<file path="src/rtl/div_pkg.sv">
`default_nettype none
// ============================================================================
//  Module   : div_pkg
//  Purpose  : Shared types and constants for the sequential restoring divider
//             (FSM state encoding, default divisor width, divide-by-zero
//             quotient pattern).
//  Ports    : none (package)
//  Revision : 1.0 - initial release
// ============================================================================
package div_pkg;

    // Divider control states
    typedef enum logic [1:0] {
        IDLE = 2'd0,
        CALC = 2'd1,
        DONE = 2'd2
    } state_t;

    // Default divisor width; dividend and quotient are twice this
    localparam int DIV_N = 8;

    // Quotient reported for a zero divisor: all ones. Held 64 bits wide so any
    // supported quotient width (2N <= 64) can take a slice of it.
    localparam logic [63:0] c_div0_quotient = '1;

endpackage : div_pkg
`default_nettype wire

</file>
<file path="src/rtl/div_restore_step.sv">
`default_nettype none
// ============================================================================
//  Module   : div_restore_step
//  Purpose  : One combinational restoring-division step. Shifts the next
//             dividend bit into the partial remainder and subtracts the
//             divisor when it fits.
//  Ports    : r       in  N+1  current partial remainder
//             q_msb   in  1    dividend bit shifted in this step
//             divisor in  N    divisor
//             r_next  out N+1  updated partial remainder
//             q_bit   out 1    quotient bit produced by this step
//  Revision : 1.0 - initial release
// ============================================================================
module div_restore_step #(
    parameter int N = 8
) (
    input  logic [N:0]   r,
    input  logic         q_msb,
    input  logic [N-1:0] divisor,
    output logic [N:0]   r_next,
    output logic         q_bit
);

    // The partial remainder is always below the divisor, so r[N] is zero and
    // {r, q_msb} equals the N+1-bit shifted value {r[N-1:0], q_msb}. Using the
    // full vector keeps the compare exact without discarding any input bit.
    logic [N+1:0] w_shift;
    logic [N+1:0] w_div_ext;

    assign w_shift   = {r, q_msb};
    assign w_div_ext = {2'b00, divisor};
    assign q_bit     = (w_shift >= w_div_ext);
    assign r_next    = q_bit ? (N+1)'(w_shift - w_div_ext) : (N+1)'(w_shift);

endmodule : div_restore_step
`default_nettype wire

</file>
<file path="src/rtl/seq_restoring_div_2n_n.sv">
`default_nettype none
// ============================================================================
//  Module   : seq_restoring_div_2n_n
//  Purpose  : Multi-cycle unsigned restoring divider, 2N-bit dividend by
//             N-bit divisor, one quotient bit per clock. Valid/ready
//             handshakes on both sides; one operation in flight at a time.
//  Ports    : clk        in   1   rising-edge clock
//             rst        in   1   asynchronous active-high reset
//             in_valid   in   1   operand pair present
//             in_ready   out  1   divider idle, can accept operands
//             dividend   in   2N  unsigned dividend
//             divisor    in   N   unsigned divisor
//             out_valid  out  1   result held on the outputs
//             out_ready  in   1   consumer accepts the result
//             quotient   out  2N  unsigned quotient (all ones on div-by-zero)
//             remainder  out  N   unsigned remainder (dividend[N-1:0] on
//                                 div-by-zero)
//             div_zero   out  1   result produced with a zero divisor
//  Revision : 1.0 - initial release
// ============================================================================
module seq_restoring_div_2n_n
    import div_pkg::*;
#(
    parameter int N = DIV_N
) (
    input  logic           clk,
    input  logic           rst,
    input  logic           in_valid,
    output logic           in_ready,
    input  logic [2*N-1:0] dividend,
    input  logic [N-1:0]   divisor,
    output logic           out_valid,
    input  logic           out_ready,
    output logic [2*N-1:0] quotient,
    output logic [N-1:0]   remainder,
    output logic           div_zero
);

    localparam int               CNT_W      = $clog2(2*N+1);
    localparam logic [CNT_W-1:0] c_cnt_load = CNT_W'(2*N);
    localparam logic [CNT_W-1:0] c_cnt_last = CNT_W'(1);

    state_t         r_state;
    logic [CNT_W-1:0] r_cnt;
    logic [2*N-1:0] r_q;        // dividend bits shift out, quotient bits in
    logic [N:0]     r_rem;      // partial remainder, one guard bit
    logic [N-1:0]   r_divisor;  // divisor captured at accept

    logic [N:0]     w_r_next;
    logic           w_q_bit;

    div_restore_step #(
        .N (N)
    ) u_step (
        .r       (r_rem),
        .q_msb   (r_q[2*N-1]),
        .divisor (r_divisor),
        .r_next  (w_r_next),
        .q_bit   (w_q_bit)
    );

    // Handshake flags decode straight from the state register
    assign in_ready  = (r_state == IDLE);
    assign out_valid = (r_state == DONE);

    always_ff @(posedge clk or posedge rst) begin
        if (rst) begin
            r_state   <= IDLE;
            r_cnt     <= '0;
            r_q       <= '0;
            r_rem     <= '0;
            r_divisor <= '0;
            quotient  <= '0;
            remainder <= '0;
            div_zero  <= 1'b0;
        end else begin
            case (r_state)
                IDLE: begin
                    if (in_valid) begin
                        if (divisor != '0) begin
                            r_q       <= dividend;
                            r_rem     <= '0;
                            r_divisor <= divisor;
                            r_cnt     <= c_cnt_load;
                            r_state   <= CALC;
                        end else begin
                            // Zero divisor: answer immediately, no iterations
                            quotient  <= c_div0_quotient[2*N-1:0];
                            remainder <= dividend[N-1:0];
                            div_zero  <= 1'b1;
                            r_state   <= DONE;
                        end
                    end
                end

                CALC: begin
                    r_q   <= {r_q[2*N-2:0], w_q_bit};
                    r_rem <= w_r_next;
                    r_cnt <= r_cnt - CNT_W'(1);
                    if (r_cnt == c_cnt_last) begin
                        // Last step: publish this step's result directly
                        quotient  <= {r_q[2*N-2:0], w_q_bit};
                        remainder <= w_r_next[N-1:0];
                        div_zero  <= 1'b0;
                        r_state   <= DONE;
                    end
                end

                DONE: begin
                    if (out_ready) begin
                        r_state <= IDLE;
                    end
                end

                default: begin
                    r_state <= IDLE;
                end
            endcase
        end
    end

endmodule : seq_restoring_div_2n_n
`default_nettype wire
</file>
<file path="config.mk">
export PLATFORM = sky130hd
export DESIGN_NAME = seq_restoring_div_2n_n
export DESIGN_NICKNAME = d
export VERILOG_FILES = /design/src/rtl/div_pkg.sv /design/src/rtl/div_restore_step.sv /design/src/rtl/seq_restoring_div_2n_n.sv
export SDC_FILE = /design/constraint.sdc
export NUM_CORES = 1
export LEC_CHECK = 0
export CAP_MARGIN = 20
export CORE_MARGIN = 2
export CORE_UTILIZATION = 45
export DETAILED_ROUTE_END_ITERATION = 10
export GPL_TIMING_DRIVEN = 0
export HOLD_SLACK_MARGIN = 0.06
export PLACE_DENSITY_LB_ADDON = 0.3
export SLEW_MARGIN = 20
export SYNTH_ARGS = -nofsm -noshare
export SYNTH_HDL_FRONTEND = slang
export SYNTH_SLANG_ARGS = --single-unit
export TNS_END_PERCENT = 30
</file>
<file path="constraint.sdc">
create_clock -name clk -period 5.95 [get_ports clk]
set_clock_uncertainty 0.05 [all_clocks]
set_input_delay 1.785 -clock clk [delete_from_list [all_inputs] [get_ports clk]]
set_output_delay 1.785 -clock clk [all_outputs]
set_load 0.01 [all_outputs]
</file>
Word-level counts from Yosys, hierarchy flattened
Index checks and enable logic that the tools add are counted.

Add/subtract/negate cells: 2. Magnitude comparators: 1. Eq/ne operators: 8. Mux-type cells: 27. Reductions and logical operators: 7.

Operators by type and width (count): 2-to-1 mux 16 bit (5); case mux 16 bit (2 select lines) (2); 2-to-1 mux 9 bit (3); 2-to-1 mux 8 bit (3); case mux 9 bit (2 select lines) (1); case mux 8 bit (2 select lines) (1); >= comparator 10 x 8 -> 1 bit (1); 2-to-1 mux 5 bit (2); case mux 5 bit (2 select lines) (1); AND reduction 3 bit (3); subtractor 9 x 8 -> 9 bit (1); 2-to-1 mux 2 bit (4); nonzero test 8 bit (1); != test 2 bit (second input constant) (3); case mux 2 bit (3 select lines) (1); equality test 5 x 1 -> 1 bit (second input constant) (1); subtractor 5 x 1 -> 5 bit (second input constant) (1); != test 2 x 1 -> 1 bit (second input constant) (2); AND reduction 4 bit (1); 2-to-1 mux 1 bit (3); equality test 2 x 1 -> 1 bit (second input constant) (1); equality test 2 bit (second input constant) (1); logical NOT 2 bit (1); case mux 1 bit (2 select lines) (1); nonzero test 2 bit (1).

Bits in registers: 65. Output and inout port bits: 27. Logic and storage cells: 53.

Longest topological paths before layout
Word-level depth: 4. Gate-level depth with buffers: 11. Gate-level depth less buffers: 10.

Cells and area by module
Synthesis repeated with hierarchy kept, for this count alone.

Cells, all modules: 338. Area total of the unflattened synthesis: 3495.9 µm².

Modules (own cells, without submodules): seq_restoring_div_2n_n (times used 1, cells an instance 263, area each 2972.9 µm²); div_restore_step (times used 1, cells an instance 75, area each 523.0 µm²).

Worst setup path before layout
OpenSTA, ideal clock, no wires.

Kind: input -> register. Start: in divisor[3]. End: reg r_q[1]. Library setup time: 0.141 ns. Arrival: 3.105 ns. Data required time: 5.759 ns. Setup slack: 2.654 ns. Cell stages on the path: 7. Path buffers: 2. Cells stage by stage: nor4_1 -> a21oi_1 -> o21ba_2 -> clkbuf_1 -> clkbuf_1 -> nor2_1 -> a31oi_1.

Cells in the longest elaborated chain, start to end: 3.

RTL lines: start: declaration (RTL line seq_restoring_div_2n_n.sv:31) `input logic [N-1:0] divisor,`; nonzero test 8 bit (RTL line seq_restoring_div_2n_n.sv:80) `if (divisor != '0) begin`; != test 2 x 1 -> 1 bit (no line); AND reduction 3 bit (no line); end signal: assignment (RTL line seq_restoring_div_2n_n.sv:81) `r_q <= dividend;`; end signal: assignment (RTL line seq_restoring_div_2n_n.sv:97) `r_q <= {r_q[2*N-2:0], w_q_bit};`; end: declaration (RTL line seq_restoring_div_2n_n.sv:45) `logic [2*N-1:0] r_q;`.

No other way between the ends. A chain may end at the register's enable or synchronous reset.

Final worst setup path
Start: in divisor[3]. End: reg quotient[14].

Cells in the longest elaborated chain, start to end: 3.

RTL lines: nonzero test 8 bit (RTL line seq_restoring_div_2n_n.sv:80); != test 2 bit (no line); AND reduction 4 bit (no line); end signal: assignment (RTL line seq_restoring_div_2n_n.sv:88) `quotient <= c_div0_quotient[2*N-1:0];`; end signal: assignment (RTL line seq_restoring_div_2n_n.sv:102) `quotient <= {r_q[2*N-2:0], w_q_bit};`; end: declaration (RTL line seq_restoring_div_2n_n.sv:34) `output logic [2*N-1:0] quotient,`.

No other way between the ends.

==> key figures <==
Cells and area
  • Sequential standard cell area: 1627 um^2
  • Area delta synth->final: 27.29%
  • Multi-input gate area: 1490 um^2
  • Proportion of layout cells with a drive suffix above 1: 7.798%
  • Fin cells: 535
  • Fin nets: 470
  • Ant diodes: 0
  • Fillers: 640

Job
  • Maxcap violations: 0

Detailed routing
  • Pre-Repair DR Iteration Count: 5
  • Routed WL per cell: 15.00 um
  • Via count: 2890
  • Number of DRC violations after detailed-routing iteration 0: 154
  • Vias per std cell: 5.402
  • Routed Antenna Nets: 0
  • DRC: 0
  • Total Routed Length: 8025 um

Timing
  • Crit path time final: 3.839 ns
  • Final setup vio count: 0
  • Max Slew Vio Count: 0
  • Endpoints failing hold: 0
  • Slew headroom: 52.51%
  • Setup_tns: 0 ns
  • Worst Tran Pin Value: 0.7025 ns
  • RSZ-0062 raised after global routing: no
  • FMAX: 0.2605 GHz
  • Final worst-path cycle share: 64.51%

Power and ir drop
  • Pwr Total: 0.002570 W
  • Sequential share of power: 30.9%
  • Pwr dens: 619.5 nW/um^2
  • Clock power frac: 14.8%
  • Static leakage: 1.768 nW
  • Net Switching: 0.001109 W
  • Sw frac: 43.15%
  • Max IR drop VDD: 0.2527 mV
  • Combinational power share: 54.3%
  • Pint: 0.001461 W

Synthesis
  • Seq/Total Area, Yosys: 49.90%
  • Netlist cell types: 42
  • YS warnings: 0
  • Asr flop ratio synth: 100.0%
  • Synthesized cell area: 3259 um^2
  • Net Count, Synth: 404
  • Avg Cell Area, Syn: 8.930 um^2
  • Synth Register Bits: 65
  • Leading register cell type out of synthesis: dfrtp_1
  • EDFF count, synth: 0
  • Syn Inst Count: 365

Clock tree
  • TritonCTS clock tree: done
  • Worst-path clk slew: 0.08 ns
  • Hold buffer count at CTS: 0
  • CTS root buf: clkbuf_8
  • Clk sinks: 65
  • Post-CTS sizing: 0
  • Max H-tree Level: 3
  • Inserted Clock Buffers: 9
  • Setup Buffers After CTS: 0
  • Worst-skew pair later-pin latency: 0.34 ns
  • Bufs on Longest Clock Path: 2

GRT
  • Overflow after GRT: 0
  • GRT Resource Usage Total: 22.11%
  • Initial antenna violation count: 0
  • Largest net degree at the start of global routing: 39
  • First-pass GRT wire length: 13280 um
  • Vias in the first global route: 2830

Setup path
  • Worst Path Required: 6.10 ns
  • Setup CP Type: input pin to flop
  • Setup crit end kind: flop
  • CP Max Fanout: 10
  • Crit path DAT: 3.99 ns
  • Worst Setup Start Kind: input pin
  • Reg2Reg Setup Slack: 2.90 ns

Floorplanning
  • Initial core utilization: 45.67%
  • Chip Height: 89.11 um
  • I/O pin count: 55
  • Core outline area: 7137 um^2
  • Site Rows: 31
  • Die width: 89.11 um
  • Die area: 7940 um^2

Placement
  • Post-DP HPWL: 5878 um
  • DP Cell Count: 519
  • IO buf count: 54
  • Gpl congestion: 0.8122

Outcome
  • Outcome: finished, final reports clean

Min path
  • Hold Crit Class: flop to flop
-- cell families (layout without fill, tap and decap cells) --
family | count (synthesis) | in the layout | share of synthesized area [%]
xor gates and xnor gates | 5 | 5 | 1.344
and+or+nand+nor | 148 | 148 | 18.89
muxes | 4 | 4 | 1.305
buffers and inverters | 35 | 106 | 4.376
adders and majority gates | 11 | 11 | 4.453
AOI/OAI and AO/OA | 97 | 97 | 19.73
DFF | 65 | 65 | 49.90
-- cell type report --
cell class                 instances  area share, %
sequential                        65          39.20
multi-input combinational        265          35.92
timing repair buffer              55          13.51
clock buffer                       9          2.986
tap                               99          2.986
buffer                            19          1.990
clock inverter                     7          1.900
inverter                          16          1.508
-- worst max-delay path, stage by stage --
cell	delay, ns
clkdlybuf4s50_1	0.42
nor4_1	0.58
nand2_1	0.21
o21ai_2	0.42
clkbuf_1	0.44
a21oi_1	0.14
-- sequential cells by signal, summed over array words and instances, names as in the netlist --
signal / flops
remainder: 8
r_cnt: 5
r_q: 16
div_zero: 1
r_rem: 9
r_divisor: 8
r_state: 2
quotient: 16
-- per-layer routing --
| metal | vias up | wire (um) | GRT usage [%] |
|---|---|---|---|
| met5 | - | 0 | 0 |
| met2 | 97 | 3833 | 35.15 |
| met1 | 1385 | 3609 | 30.42 |
| met3 | 18 | 409 | 4.247 |
| li1 | 1390 | - | - |
| met4 | 0 | 173 | 7.870 |
-- path summary, 6_finish.rpt --
| check | start | end | cells after the start |
|---|---|---|---|
| max | divisor[3] | quotient[14]$_DFFE_PP0P_ | 6 |
| max reg2reg | r_q[15]$_DFFE_PP0P_ | remainder[3]$_DFFE_PP0P_ | 11 |
| min | remainder[1]$_DFFE_PP0P_ | remainder[1]$_DFFE_PP0P_ | 1 |
| min reg2reg | remainder[1]$_DFFE_PP0P_ | remainder[1]$_DFFE_PP0P_ | 1 |
| max in group asynchronous | rst | div_zero$_DFFE_PP0P_ | 3 |
| min in group asynchronous | rst | quotient[4]$_DFFE_PP0P_ | 2 |
-- cells in the final DEF (no fill, tap or decap), types with 3 or more instances in the layout --
cell and n:
inv_1 15, a21oi_1 28, nor3_1 6, nand2_1 58, clkdlybuf4s50_1 54, a31oi_1 19
clkinv_4 4, o22a_1 3, buf_2 3, clkbuf_1 15, a21o_1 5, clkbuf_8 9
ha_1 10, a211oi_1 4, xor2_1 4, nor4_1 3, dfrtp_1 65, nand2b_1 5
o21ai_0 19, nor2b_1 3, nor2_1 65
-- stage by stage --
step	setup WS (ns)	util, %	cell area [um^2]	hold slack [ns]
after floorplan	2.489	-	3259	0.4244
after global placement	1.316	54.98	3924	0.4333
after detailed placement	1.693	55.29	3946	0.4346
after CTS	2.061	58.13	4149	0.4537
after global routing	1.878	58.13	4149	0.4875
final	2.111	58.13	4149	0.4491
-- Yosys cell counts, types with 2 or more instances --
cell type | count | area, um^2
o22a_1 | 3 | 26.28
a21oi_1 | 28 | 140.1
or4_1 | 2 | 15.01
o21a_1 | 2 | 15.01
inv_1 | 16 | 60.06
o21bai_2 | 2 | 22.52
a22oi_1 | 2 | 15.01
nand3_1 | 2 | 10.01
or2_2 | 2 | 12.51
dfrtp_1 | 65 | 1627
mux2i_1 | 2 | 20.02
o22ai_1 | 2 | 12.51
clkbuf_1 | 15 | 56.30
a21o_1 | 5 | 37.54
nor2b_1 | 3 | 18.77
a211oi_1 | 4 | 30.03
a31oi_1 | 19 | 118.9
mux2_2 | 2 | 22.52
nand2b_1 | 5 | 31.28
nor2_1 | 65 | 244.0
ha_1 | 10 | 125.1
o21bai_1 | 2 | 15.01
nand2_1 | 58 | 217.7
buf_2 | 3 | 15.01
o21ai_0 | 19 | 95.09
nor3_1 | 6 | 30.03
xor2_1 | 4 | 35.03
nor4_1 | 3 | 18.77
-- power by group through the flow --
stage	combinational (W)	sequential, W	clock [W]
floorplan	0.000939	0.000798	0
global placement	0.00133	0.000795	0
detailed placement	0.00137	0.000801	0
CTS	0.00139	0.000795	0.000385
global route	0.00156	0.000821	0.000406
finish	0.00140	0.000795	0.000380
Power figures use the tool's default switching activity.
